<file path="src/rtl/health_manager_if.sv">
// -----------------------------------------------------------------------------
// health_manager_if
//   Bundles the frame-rate event inputs and the status/display outputs of
//   health_manager into a single port.
//   The parameters must match the ones used on the health_manager instance.
//
//   Event side (driven by the game logic, master -> slave):
//     frame_tick   one-cycle strobe; events are sampled only on this strobe
//     hit_valid    damage request
//     hit_amount   damage points
//     heal_valid   heal request
//     heal_amount  heal points
//     restart      level-sensitive restart request
//
//   Status side (driven by health_manager, slave -> master):
//     health       current health value (registered)
//     invuln       high while invulnerable
//     game_over    high while dead
//     hit_ack      one-cycle pulse when a hit is accepted
//     hex_tens     active-low 7-segment pattern for the tens digit, {g..a}
//     hex_ones     active-low 7-segment pattern for the ones digit, {g..a}
// -----------------------------------------------------------------------------
interface health_manager_if #(
  parameter int HEALTH_W = 7,
  parameter int DMG_W    = 4
);
  logic                frame_tick;
  logic                hit_valid;
  logic [DMG_W-1:0]    hit_amount;
  logic                heal_valid;
  logic [DMG_W-1:0]    heal_amount;
  logic                restart;

  logic [HEALTH_W-1:0] health;
  logic                invuln;
  logic                game_over;
  logic                hit_ack;
  logic [6:0]          hex_tens;
  logic [6:0]          hex_ones;

  modport master (
    output frame_tick, hit_valid, hit_amount, heal_valid, heal_amount, restart,
    input  health, invuln, game_over, hit_ack, hex_tens, hex_ones
  );

  modport slave (
    input  frame_tick, hit_valid, hit_amount, heal_valid, heal_amount, restart,
    output health, invuln, game_over, hit_ack, hex_tens, hex_ones
  );
endinterface

</file>
<file path="src/rtl/health_manager.sv">
// -----------------------------------------------------------------------------
// health_manager
//   Player-health controller.
//   - Damage and healing are applied once per game frame (frame_tick).
//   - An accepted non-lethal hit starts a window of invulnerability.
//   - Reaching zero health latches game-over until restart.
//   - The two-digit 7-segment display pattern is derived from the health value.
//
//   Ports:
//     clk    system clock
//     reset  asynchronous, active-high
//     bus    health_manager_if.slave
//            (frame events in; health, state and display out)
//
//   Optional feature: define HEALTH_REGEN_EN to enable regeneration.
//   - Health gains +1 after every REGEN_FRAMES frame ticks spent in ALIVE,
//     saturating at MAX_HEALTH.
//   - The regen count restarts on a hit, an invulnerable window, death or
//     restart.
//   - Without the macro, REGEN_FRAMES has no effect.
// -----------------------------------------------------------------------------
module health_manager #(
  parameter int MAX_HEALTH    = 10,   // 1..99
  parameter int HEALTH_W      = 7,    // must hold MAX_HEALTH + 2**DMG_W
  parameter int DMG_W         = 4,
  parameter int INVULN_FRAMES = 30,   // >= 1
  parameter int REGEN_FRAMES  = 120   // >= 1
) (
  input  logic            clk,
  input  logic            reset,
  health_manager_if.slave bus
);

  typedef enum logic [1:0] {
    ALIVE  = 2'd0,
    INVULN = 2'd1,
    DEAD   = 2'd2
  } state_t;

  localparam int TIMER_W = $clog2(INVULN_FRAMES + 1);

  localparam logic [HEALTH_W-1:0]      MAX_H       = HEALTH_W'(MAX_HEALTH);
  localparam logic signed [HEALTH_W:0] MAX_S       = (HEALTH_W+1)'(MAX_HEALTH);
  localparam logic [TIMER_W-1:0]       INVULN_INIT = TIMER_W'(INVULN_FRAMES);

  state_t              state_reg,   state_next;
  logic [HEALTH_W-1:0] health_reg,  health_next;
  logic [TIMER_W-1:0]  timer_reg,   timer_next;
  logic                hit_ack_reg, hit_ack_next;

`ifdef HEALTH_REGEN_EN
  localparam int REGEN_W = $clog2(REGEN_FRAMES + 1);
  localparam logic [REGEN_W-1:0] REGEN_LAST = REGEN_W'(REGEN_FRAMES - 1);
  logic [REGEN_W-1:0] regen_cnt_reg, regen_cnt_next;
`endif

  // Net health change for this frame.
  // Hits only count while ALIVE, so INVULN and DEAD see heal-only sums.
  // The extra sign bit lets a large hit go negative before clamping to zero.
  logic [DMG_W-1:0]           heal_eff;
  logic [DMG_W-1:0]           hit_eff;
  logic signed [HEALTH_W:0]   sum;
  logic [HEALTH_W-1:0]        clamped;

  always_comb begin
    heal_eff = bus.heal_valid ? bus.heal_amount : '0;
    hit_eff  = (bus.hit_valid && (state_reg == ALIVE)) ? bus.hit_amount : '0;
    sum      = $signed({1'b0, health_reg})
             + $signed((HEALTH_W+1)'(heal_eff))
             - $signed((HEALTH_W+1)'(hit_eff));
    if (sum < 0) begin
      clamped = '0;
    end else if (sum > MAX_S) begin
      clamped = MAX_H;
    end else begin
      clamped = sum[HEALTH_W-1:0];
    end
  end

  always_comb begin
    state_next   = state_reg;
    health_next  = health_reg;
    timer_next   = timer_reg;
    hit_ack_next = 1'b0;
`ifdef HEALTH_REGEN_EN
    regen_cnt_next = regen_cnt_reg;
`endif

    if (bus.restart) begin
      state_next  = ALIVE;
      health_next = MAX_H;
      timer_next  = '0;
`ifdef HEALTH_REGEN_EN
      regen_cnt_next = '0;
`endif
    end else if (bus.frame_tick) begin
      case (state_reg)
        ALIVE: begin
          if (bus.hit_valid) begin
            // A zero-point hit is still a hit: it is acknowledged and
            // starts invulnerability like any other non-lethal hit.
            hit_ack_next = 1'b1;
`ifdef HEALTH_REGEN_EN
            regen_cnt_next = '0;
`endif
            if (clamped == '0) begin
              state_next  = DEAD;
              health_next = '0;
            end else begin
              state_next  = INVULN;
              health_next = clamped;
              timer_next  = INVULN_INIT;
            end
          end else begin
            health_next = clamped;
`ifdef HEALTH_REGEN_EN
            if (regen_cnt_reg == REGEN_LAST) begin
              regen_cnt_next = '0;
              if (clamped < MAX_H) begin
                health_next = clamped + HEALTH_W'(1);
              end
            end else begin
              regen_cnt_next = regen_cnt_reg + REGEN_W'(1);
            end
`endif
          end
        end

        INVULN: begin
          health_next = clamped;
          timer_next  = timer_reg - TIMER_W'(1);
          if (timer_reg == TIMER_W'(1)) begin
            state_next = ALIVE;
          end
`ifdef HEALTH_REGEN_EN
          regen_cnt_next = '0;
`endif
        end

        DEAD: begin
          health_next = '0;
`ifdef HEALTH_REGEN_EN
          regen_cnt_next = '0;
`endif
        end

        default: begin
          state_next = ALIVE;
        end
      endcase
    end
  end

  always_ff @(posedge clk or posedge reset) begin
    if (reset) begin
      state_reg   <= ALIVE;
      health_reg  <= MAX_H;
      timer_reg   <= '0;
      hit_ack_reg <= 1'b0;
`ifdef HEALTH_REGEN_EN
      regen_cnt_reg <= '0;
`endif
    end else begin
      state_reg   <= state_next;
      health_reg  <= health_next;
      timer_reg   <= timer_next;
      hit_ack_reg <= hit_ack_next;
`ifdef HEALTH_REGEN_EN
      regen_cnt_reg <= regen_cnt_next;
`endif
    end
  end

  assign bus.health    = health_reg;
  assign bus.invuln    = (state_reg == INVULN);
  assign bus.game_over = (state_reg == DEAD);
  assign bus.hit_ack   = hit_ack_reg;

  // Display: digit[0] = ones, digit[1] = tens. Health never exceeds 99.
  function automatic logic [6:0] seg7(input logic [3:0] d);
    case (d)
      4'd0:    seg7 = 7'b1000000;
      4'd1:    seg7 = 7'b1111001;
      4'd2:    seg7 = 7'b0100100;
      4'd3:    seg7 = 7'b0110000;
      4'd4:    seg7 = 7'b0011001;
      4'd5:    seg7 = 7'b0010010;
      4'd6:    seg7 = 7'b0000010;
      4'd7:    seg7 = 7'b1111000;
      4'd8:    seg7 = 7'b0000000;
      4'd9:    seg7 = 7'b0010000;
      default: seg7 = 7'b1111111;
    endcase
  endfunction

  logic [3:0] digit [2];
  logic [6:0] hex   [2];

  assign digit[0] = 4'(health_reg % HEALTH_W'(10));
  assign digit[1] = 4'(health_reg / HEALTH_W'(10));

  genvar gi;
  generate
    for (gi = 0; gi < 2; gi++) begin : g_digit
      assign hex[gi] = seg7(digit[gi]);
    end
  endgenerate

  assign bus.hex_ones = hex[0];
  assign bus.hex_tens = hex[1];

endmodule

</file>
<file path="src/flat_wrapper.sv">
// flat-port wrapper written by rule: the top's interface ports become plain ports
module health_manager_flat 
#(
  parameter int MAX_HEALTH    = 10,           
  parameter int HEALTH_W      = 7,                                      
  parameter int DMG_W         = 4,
  parameter int INVULN_FRAMES = 30,          
  parameter int REGEN_FRAMES  = 120          
)
  (clk, reset, bus_frame_tick, bus_hit_valid, bus_hit_amount, bus_heal_valid, bus_heal_amount, bus_restart, bus_health, bus_invuln, bus_game_over, bus_hit_ack, bus_hex_tens, bus_hex_ones);
  health_manager_if #(.HEALTH_W(HEALTH_W), .DMG_W(DMG_W)) bus_i ();
  input  logic clk;
  input  logic reset;
  input wire logic [$bits(bus_i.frame_tick)-1:0] bus_frame_tick;
  input wire logic [$bits(bus_i.hit_valid)-1:0] bus_hit_valid;
  input wire logic [$bits(bus_i.hit_amount)-1:0] bus_hit_amount;
  input wire logic [$bits(bus_i.heal_valid)-1:0] bus_heal_valid;
  input wire logic [$bits(bus_i.heal_amount)-1:0] bus_heal_amount;
  input wire logic [$bits(bus_i.restart)-1:0] bus_restart;
  output wire logic [$bits(bus_i.health)-1:0] bus_health;
  output wire logic [$bits(bus_i.invuln)-1:0] bus_invuln;
  output wire logic [$bits(bus_i.game_over)-1:0] bus_game_over;
  output wire logic [$bits(bus_i.hit_ack)-1:0] bus_hit_ack;
  output wire logic [$bits(bus_i.hex_tens)-1:0] bus_hex_tens;
  output wire logic [$bits(bus_i.hex_ones)-1:0] bus_hex_ones;
  assign bus_i.frame_tick = bus_frame_tick;
  assign bus_i.hit_valid = bus_hit_valid;
  assign bus_i.hit_amount = bus_hit_amount;
  assign bus_i.heal_valid = bus_heal_valid;
  assign bus_i.heal_amount = bus_heal_amount;
  assign bus_i.restart = bus_restart;
  assign bus_health = bus_i.health;
  assign bus_invuln = bus_i.invuln;
  assign bus_game_over = bus_i.game_over;
  assign bus_hit_ack = bus_i.hit_ack;
  assign bus_hex_tens = bus_i.hex_tens;
  assign bus_hex_ones = bus_i.hex_ones;
  health_manager #(.MAX_HEALTH(MAX_HEALTH), .HEALTH_W(HEALTH_W), .DMG_W(DMG_W), .INVULN_FRAMES(INVULN_FRAMES), .REGEN_FRAMES(REGEN_FRAMES)) u_core (.clk(clk), .reset(reset), .bus(bus_i));
endmodule
</file>
<file path="config.mk">
export PLATFORM = sky130hd
export DESIGN_NAME = health_manager_flat
export DESIGN_NICKNAME = d
export VERILOG_FILES = /design/src/rtl/health_manager_if.sv /design/src/rtl/health_manager.sv /design/src/flat_wrapper.sv
export SDC_FILE = /design/constraint.sdc
export NUM_CORES = 1
export LEC_CHECK = 0
export CAP_MARGIN = 20
export CELL_PAD_IN_SITES_DETAIL_PLACEMENT = 1
export CELL_PAD_IN_SITES_GLOBAL_PLACEMENT = 1
export CORE_MARGIN = 5
export CORE_UTILIZATION = 26
export CTS_BUF_LIST = sky130_fd_sc_hd__clkbuf_8 sky130_fd_sc_hd__clkbuf_16
export DETAILED_ROUTE_END_ITERATION = 8
export PLACE_DENSITY = 0.64
export SYNTH_ARGS = -nofsm -noshare
export SYNTH_HDL_FRONTEND = slang
export SYNTH_SLANG_ARGS = --single-unit
export TNS_END_PERCENT = 20
</file>
<file path="constraint.sdc">
create_clock -name clk -period 4.8 [get_ports clk]
set_clock_uncertainty 0.2 [all_clocks]
set_input_delay 0.96 -clock clk [delete_from_list [all_inputs] [get_ports clk]]
set_output_delay 0.96 -clock clk [all_outputs]
set_load 0.02 [all_outputs]
</file>
# Word-level counts from Yosys, hierarchy flattened
# Memory sizes are Yosys's and may differ from the RTL's.
# Cells that the tools add are included.
# totals
register_bits,15
mem_bits_ro,224
input_bits,14
output_inout_bits,24
wordCells,53
mem_count,2
# mem_list
name,words,width,read_ports,rd_ports_with_merged_regs,write_ports,line_no,source
(name not given),16,7,1,0,0,health_manager.sv:181,case (d)
(name not given),16,7,1,0,0,health_manager.sv:181,
# op_classes
addsub,3
n_div,2
order_cmp,2
eq_ne,7
muxes,24
n_reduce_logical,9
# op_table
operator,count
2-to-1 mux 7 bit,6
case mux 7 bit (3 select lines),1
2-to-1 mux 5 bit,4
2-to-1 mux 2 bit,5
case mux 5 bit (2 select lines),1
adder 7 x 4 -> 8 bit,1
> comparator 8 x 5 -> 1 bit (second input constant),1
< comparator 8 x 1 -> 1 bit (second input constant),1
2-to-1 mux 4 bit,2
AND reduction 4 bit,2
subtractor 8 x 5 -> 8 bit,1
divider 7 x 4 -> 7 bit (second input constant),1
logical NOT 7 bit,1
modulo 7 x 4 -> 7 bit (second input constant),1
!= test 3 bit (second input constant),2
case mux 2 bit (3 select lines),1
== test 5 x 1 -> 1 bit (second input constant),1
subtractor 5 x 1 -> 5 bit (second input constant),1
2-to-1 mux 1 bit,4
nonzero test 4 bit,1
!= test 3 x 2 -> 1 bit (second input constant),1
nonzero test 3 bit,1
== test 2 x 1 -> 1 bit (second input constant),1
== test 2 bit (second input constant),1
5 further kinds,5

# Logic depth before layout (Yosys ltp)
# Gate-level depths: netlist of run 1.
# depth
depth_word,13
mapped_depth,18
depth_no_buf,18

# Worst setup path after synthesis of run 1
# Ideal clock, no wire load.
# synth_timing
kind,flip-flop to output port
from,"register u_core.health_reg[5], in the netlist u_core.bus.health[5]"
to,output bus_hex_ones[5]
arrival_ns,3.888
t_required_ns,3.640
path_slack_ns,-0.248
stages_incl_launch_ff,18
path_buffers,1
path_cell_list,dfrtp_1 inv_1 ha_1 nor3b_2 nor4_2 a211oi_1 a221oi_2 o21bai_4 xnor2_2 inv_1 ha_1 o221ai_2 buf_6 xnor2_1 inv_1 ha_1 or3b_1 nand3_1
# synth_via
elab_chain_len,2
# synth_rtl
item,line_no,source
start: declaration,health_manager.sv:47,"logic [HEALTH_W-1:0] health_reg, health_next;"
start signal: assignment,health_manager.sv:165,health_reg <= health_next;
modulo 7 x 4 -> 7 bit,health_manager.sv:199,assign digit[0] = 4'(health_reg % HEALTH_W'(10));
memory (16 x 7 bit),n/a,
end: declaration,flat_wrapper.sv:25,output wire logic [$bits(bus_i.hex_ones)-1:0] bus_hex_ones;
# No other way between the ends.

# Worst setup path in the final report of run 1
# layout_timing
from,"register u_core.health_reg[0], in the netlist u_core.bus.health[0]"
to,output bus_hex_ones[0]
# The elaborated chain is that of the path after synthesis.

==> impl_metrics.env, run 1 <==
export IMPL_status="finished, violations left"
export IMPL_violations="negative setup slack"
export IMPL_critPathLaunchType="register"
export IMPL_min_from="u_core.state_reg[1]"
export IMPL_netlist_area_um2=2220
export IMPL_r2r_end="u_core.timer_reg[4]"
export IMPL_worstPathArrival_ns=3.66
export IMPL_synthesis_nets=325
export IMPL_drcViolationCount=0
export IMPL_die_w_um=102
export IMPL_synth_enable_flop_cells=0
export IMPL_min_period_ns=4.82
export IMPL_placed_area_um2=3140
export IMPL_place_congestion=0.829
export IMPL_setup_slack_ns=-0.0243
export IMPL_hold_buffers=0
export IMPL_critPathMaxFanout=5
export IMPL_slew_headroom=0.596
export IMPL_dp_slack_ns=-0.436
export IMPL_dp_hpwl_um=5540
export IMPL_reg2reg_slack_ns=0.58
export IMPL_io_pins=38
export IMPL_slew_viol_final=0
export IMPL_clock_sinks=15
export IMPL_area_delta_synth_final_pct=50.6
export IMPL_largest_register_ffs=7
export IMPL_grt_max_degree=16
export IMPL_worstSetupPathType="reg2out"
export IMPL_leakage_nw=1.53
export IMPL_wl_per_cell_um=13.8
export IMPL_design_core_area_um2=8260
export IMPL_clk_pin_slew_ns=0.06
export IMPL_hold_slack_ns=0.321
export IMPL_rsz0062_at_grt="yes"
export IMPL_wl_um=6730
export IMPL_htreeDepth=1
export IMPL_rows=33
export IMPL_maxCapViolations=0
export IMPL_die_area_um2=10500
export IMPL_synth_flop_cell="dfrtp_1"
export IMPL_worstPathRequired_ns=3.64
export IMPL_nets=426
export IMPL_insertion_delay_ns=0.24
export IMPL_start_util=0.269
export IMPL_yosysSeqAreaShare=0.170
export IMPL_cts_tree="done"
export IMPL_via_count=2355
export IMPL_track_usage=0.131
export IMPL_p_per_area_nw_per_um2=605
export IMPL_grt_overflow=0
export IMPL_drt_iter0_drc=44
export IMPL_max_slew_worst_pin_slew_ns=0.602
export IMPL_fmax_ghz=0.207
export IMPL_vdd_drop_max_uv=254
export IMPL_antenna_found_initial=0
export IMPL_synth_cell_types=64
export IMPL_whs_path_depth=2
export IMPL_viasPerCell=4.84
export IMPL_synth_area_per_cell_um2=7.88
export IMPL_cts_buffer_depth=2
export IMPL_grt_pass1_wl_um=11500
export IMPL_first_pass_iters=4
export IMPL_ys_warn_count=0
export IMPL_hold_path_end="u_core.state_reg[1]"
export IMPL_period_share=1.01
export IMPL_die_h_um=102
export IMPL_finalInstanceArea_um2=3350
export IMPL_synth_cells=282
export IMPL_setup_viol=3
export IMPL_cts_root_buffer="clkbuf_8"
export IMPL_synthArstFlopShare=1.00
export IMPL_synth_seq_cells=15
export IMPL_numPortBuffers=37
export IMPL_drive_above_1_share=0.338
export IMPL_worstReg2RegStart="u_core.bus.health[1]"
export IMPL_power_mw=2.03
export IMPL_hold_violations=0
export IMPL_detail_route_antenna_nets=0
export IMPL_hold_path_class="reg2reg"
export IMPL_grt_pass1_vias=2504
export IMPL_antenna_cells=0
export IMPL_worst_r2r_path_depth=15
export IMPL_cp_end_kind="primary output"
export IMPL_cts_buffers=3
-- layout by cell type (no fill, tap or decap), types with 3 or more instances in the layout --
cell type / n
buf_4: 70
inv_1: 36
nand2_1: 28
clkdlybuf4s50_1: 23
ha_1: 19
o21ai_0: 18
a21oi_1: 17
nor2_1: 15
dfrtp_1: 10
a31oi_1: 7
nor3_1: 6
nand2b_1: 5
and3_1: 5
buf_2: 5
a21o_1: 4
and2_1: 4
fa_1: 4
ha_2: 4
buf_6: 4
nand3_1: 3
nor2b_1: 3
o21ai_1: 3
o211ai_1: 3
o22a_1: 3
or3_1: 3
o41ai_1: 3
inv_2: 3
clkbuf_8: 3
dlygate4sd2_1: 3
dfrtp_2: 3
-- through the flow --
stage | TNS (ns) | utilization | std cells
global route | -1.63 | 0.406 | 487
detailed placement | -5.36 | 0.380 | 474
finish | -0.0509 | 0.406 | 487
global placement | -3.12 | 0.380 | 474
floorplan | 0 | - | 282
CTS | -0.152 | 0.400 | 487
-- critical path, stage by stage, from the launching register on --
cell	delay, ns
dfrtp_1	0.47
or3_1	0.43
nor3_1	0.26
a211oi_2	0.08
a221oi_2	0.39
o21bai_4	0.11
xnor2_2	0.18
inv_2	0.07
ha_4	0.17
inv_1	0.08
o311ai_1	0.09
mux2_4	0.31
mux4_2	0.32
a21boi_4	0.16
a21o_1	0.15
buf_2	0.15
-- synth_stat cells (all sizes together), types with 5 or more instances --
master   n  area share
nor2    16       0.027
nand2   29       0.050
inv     39       0.066
nor3     7       0.021
a21oi   19       0.043
nand2b   5       0.014
and3     6       0.017
o21ai   23       0.052
buf      7       0.024
ha      25        0.14
dfrtp   13        0.15
a31oi    7       0.020
-- cell families after synthesis --
group                    count (synthesis)  share of synthesized area
adder cells (fa/ha/maj)                 29                      0.177
XOR/XNOR                                 6                     0.0270
buffers and inverters                   50                     0.0968
multiplexers                             4                     0.0298
AND/OR/NAND/NOR                         84                      0.202
AO/OA/AOI/OAI                           94                      0.298
flip-flops                              15                      0.170
-- worst max-delay path by stage --
stage,cells after the start,slack [ns],endpoint,from
2_1_floorplan,17,0.002,bus_hex_ones[5],u_core.bus.health[5]
3_3_place_gp,17,-0.31,bus_hex_ones[5],u_core.bus.health[5]
4_1_cts,15,-0.06,bus_hex_ones[0],u_core.bus.health[4]
5_1_grt,15,-0.21,bus_hex_ones[3],u_core.bus.health[0]
3_5_place_dp,17,-0.44,bus_hex_ones[5],u_core.bus.health[4]
6_report,15,-0.02,bus_hex_ones[0],u_core.bus.health[0]
-- final cells by class --
cell class,count,area (um^2)
Sequential cell,15,382
Clock inverter,1,3.75
Inverter,40,153
Multi-Input combinational cell,217,1780
Timing Repair Buffer,106,857
Fill cell,1031,4910
Tap cell,105,131
Clock buffer,3,41.3
-- layer usage --
layer	part of all wire	wire length, um	global-route usage	up-vias
li1	-	-	-	1201
met1	0.46	3100	0.169	1129
met2	0.51	3440	0.243	25
met3	0.027	179	0.0164	0
met4	0	0	0.00605	0
met5	0	0	0	-
-- timing repair --
action,CTS,global route
endpoints found under the hold margin,0,0
setup endpoints to repair,17,18
pin swaps,16,9
setup buffers,10,0
gates resized for setup,65,28
-- where the power goes --
part | switching, mW | internal [mW]
Combinational | 0.879 | 0.829
Clock | 0.0424 | 0.0565
Sequential | 0.0497 | 0.170
Power figures use the tool's default switching activity.
==> inputs of run 2 (changes only) <==
DONT_BUFFER_PORTS = 1   (was not set)
PLACE_DENSITY = 0.56   (was 0.64)
==> run 2 against run 1 <==
The flow now finishes without violations. Sequential power grew 5%. Final area shrank 16%. Sequential share of layout area grew 2.2 points. Critical path type unchanged. Largest cell class unchanged.
==> impl_metrics.env, run 2 (same netlist as run 1, synthesis figures left out) <==
export IMPL_vdd_drop_max_uv=191
export IMPL_p_comb_frac=0.809
export IMPL_wl_um=6460
export IMPL_via_count=2137
export IMPL_cts_buffers=3
export IMPL_design_core_area_um2=8260
export IMPL_p_seq_frac=0.132
export IMPL_dr_wl_met2_um=3230
export IMPL_status="complete, no violations"
export IMPL_p_per_area_nw_per_um2=625
export IMPL_clk_pin_slew_ns=0.06
export IMPL_drive_above_1_share=0.279
export IMPL_grt_pass1_wl_um=10900
export IMPL_detail_route_antenna_nets=0
export IMPL_fmax_ghz=0.209
export IMPL_die_area_um2=10500
export IMPL_clock_sinks=15
export IMPL_wl_met3_um=196
export IMPL_start_util=0.269
export IMPL_leakage_nw=1.26
export IMPL_die_h_um=102
export IMPL_antenna_cells=0
export IMPL_cp_end_kind="primary output"
export IMPL_critPathLaunchType="register"
export IMPL_rsz0062_at_grt="yes"
export IMPL_first_pass_iters=4
export IMPL_p_sw_mw=0.914
export IMPL_slew_headroom=0.604
export IMPL_hold_slack_ns=0.324
export IMPL_viasPerCell=5.04
export IMPL_rows=33
export IMPL_cts_tree="done"
export IMPL_largest_register_ffs=7
export IMPL_period_share=0.996
export IMPL_p_clk_frac=0.058
export IMPL_finalInstanceArea_um2=2810
export IMPL_drcViolationCount=0
export IMPL_critPathMaxFanout=5
export IMPL_cts_buffer_depth=2
export IMPL_cts_root_buffer="clkbuf_8"
export IMPL_numPortBuffers=0
export IMPL_wl_met1_um=3000
export IMPL_switching_share=0.521
export IMPL_slew_viol_final=0
export IMPL_insertion_delay_ns=0.25
export IMPL_worstPathRequired_ns=3.64
export IMPL_wl_per_cell_um=15.2
export IMPL_reg2reg_slack_ns=0.27
export IMPL_max_slew_worst_pin_slew_ns=0.594
export IMPL_intPower_mw=0.839
export IMPL_grt_pass1_vias=2262
export IMPL_worstPathArrival_ns=3.62
export IMPL_tns_ns=0
export IMPL_io_pins=38
export IMPL_drt_iter0_drc=48
export IMPL_setup_viol=0
export IMPL_fillers=1009
export IMPL_dp_hpwl_um=5110
export IMPL_dp_slack_ns=-0.0181
export IMPL_maxUsedRoutingLayer="met4"
export IMPL_hold_path_class="reg2reg"
export IMPL_worstSetupPathType="reg2out"
export IMPL_nets=363
export IMPL_maxCapViolations=0
export IMPL_htreeDepth=1
export IMPL_die_w_um=102
export IMPL_antenna_found_initial=0
export IMPL_place_congestion=0.761
export IMPL_layout_commonest_cell="buf_4"
export IMPL_area_delta_synth_final_pct=26.2
export IMPL_grt_max_degree=16
export IMPL_setup_slack_ns=0.0190
export IMPL_placed_area_um2=2520
export IMPL_hold_violations=0
export IMPL_track_usage=0.126
export IMPL_grt_overflow=0
export IMPL_final_cell_mix="40 x buf_4, 35 x inv_1, 28 x nand2_1"
export IMPL_min_period_ns=4.78
[run 2: cell count changes in the layout (fill, tap and decap cells not counted), moves of 2 or more]
| cell | delta |
|---|---|
| clkdlybuf4s50_1 | -23 |
| ha_1 | +2 |
| buf_4 | -30 |
| o21ai_0 | +2 |
| ha_2 | -3 |
| buf_2 | -5 |
| dlygate4sd2_1 | -3 |
| o21ai_2 | -2 |
[run 2: per-layer routing]
metal | vias to the layer above | GRT usage
met1 | 1037 | 0.162
met5 | - | 0
met3 | 5 | 0.0191
met2 | 26 | 0.228
met4 | 0 | 0.0151
li1 | 1069 | -
[run 2: area by class of cell]
cell class              instances  area, um^2  area share
multi-input cells             217        1760       0.626
clock inverters                 1        5.00     0.00178
well taps                     105         131      0.0468
flip-flops and latches         15         382       0.136
clock buffers                   3        41.3      0.0147
repair buffers                 43         334       0.119
inverters                      40         156      0.0558
[run 2: power groups by stage]
stage / sequential [mW] / combinational [mW] / clock [mW]
2_1_floorplan: 0.216 / 0.978 / 0
3_3_place_gp: 0.240 / 1.25 / 0
3_5_place_dp: 0.241 / 1.27 / 0
4_1_cts: 0.233 / 1.37 / 0.108
5_1_grt: 0.238 / 1.57 / 0.114
6_report: 0.232 / 1.42 / 0.102
[run 2: worst paths after layout]
kind / to / start / cells after the start
max: bus_hex_ones[5] / u_core.bus.health[4] / 13
min: u_core.state_reg[0] / u_core.state_reg[0] / 2
max reg2reg: u_core.timer_reg[3] / u_core.bus.health[1] / 16
min reg2reg: u_core.state_reg[0] / u_core.state_reg[0] / 2
max in group asynchronous: u_core.bus.health[5] / reset / 1
min in group asynchronous: u_core.timer_reg[1] / reset / 1
[run 2: stage by stage]
step           power [mW]  utilization  instances
3_3_place_gp         1.49        0.305        404
6_report             1.75        0.340        424
3_5_place_dp         1.51        0.305        404
4_1_cts              1.71        0.330        419
5_1_grt              1.92        0.340        424
2_1_floorplan        1.19            -        282
[run 2: what timing repair did]
| item | in CTS | in global routing |
|---|---|---|
| resized for setup | 16 | 15 |
| setup endpoints to repair | 14 | 13 |
| pin swaps | 12 | 3 |
| buffers inserted | 11 | 5 |
| hold buffers | 0 | 0 |
[run 2: worst max-delay path: stages, from the launching register on]
cell      delay [ns]
dfrtp_2         0.46
ha_4            0.19
o21a_4          0.13
nor3_4          0.26
nand2_2         0.09
o31a_1          0.35
or3_1           0.37
a22oi_2         0.25
o221ai_4        0.19
xnor2_2         0.27
inv_2           0.08
ha_1            0.20
or3b_1          0.38
nand3_2         0.14
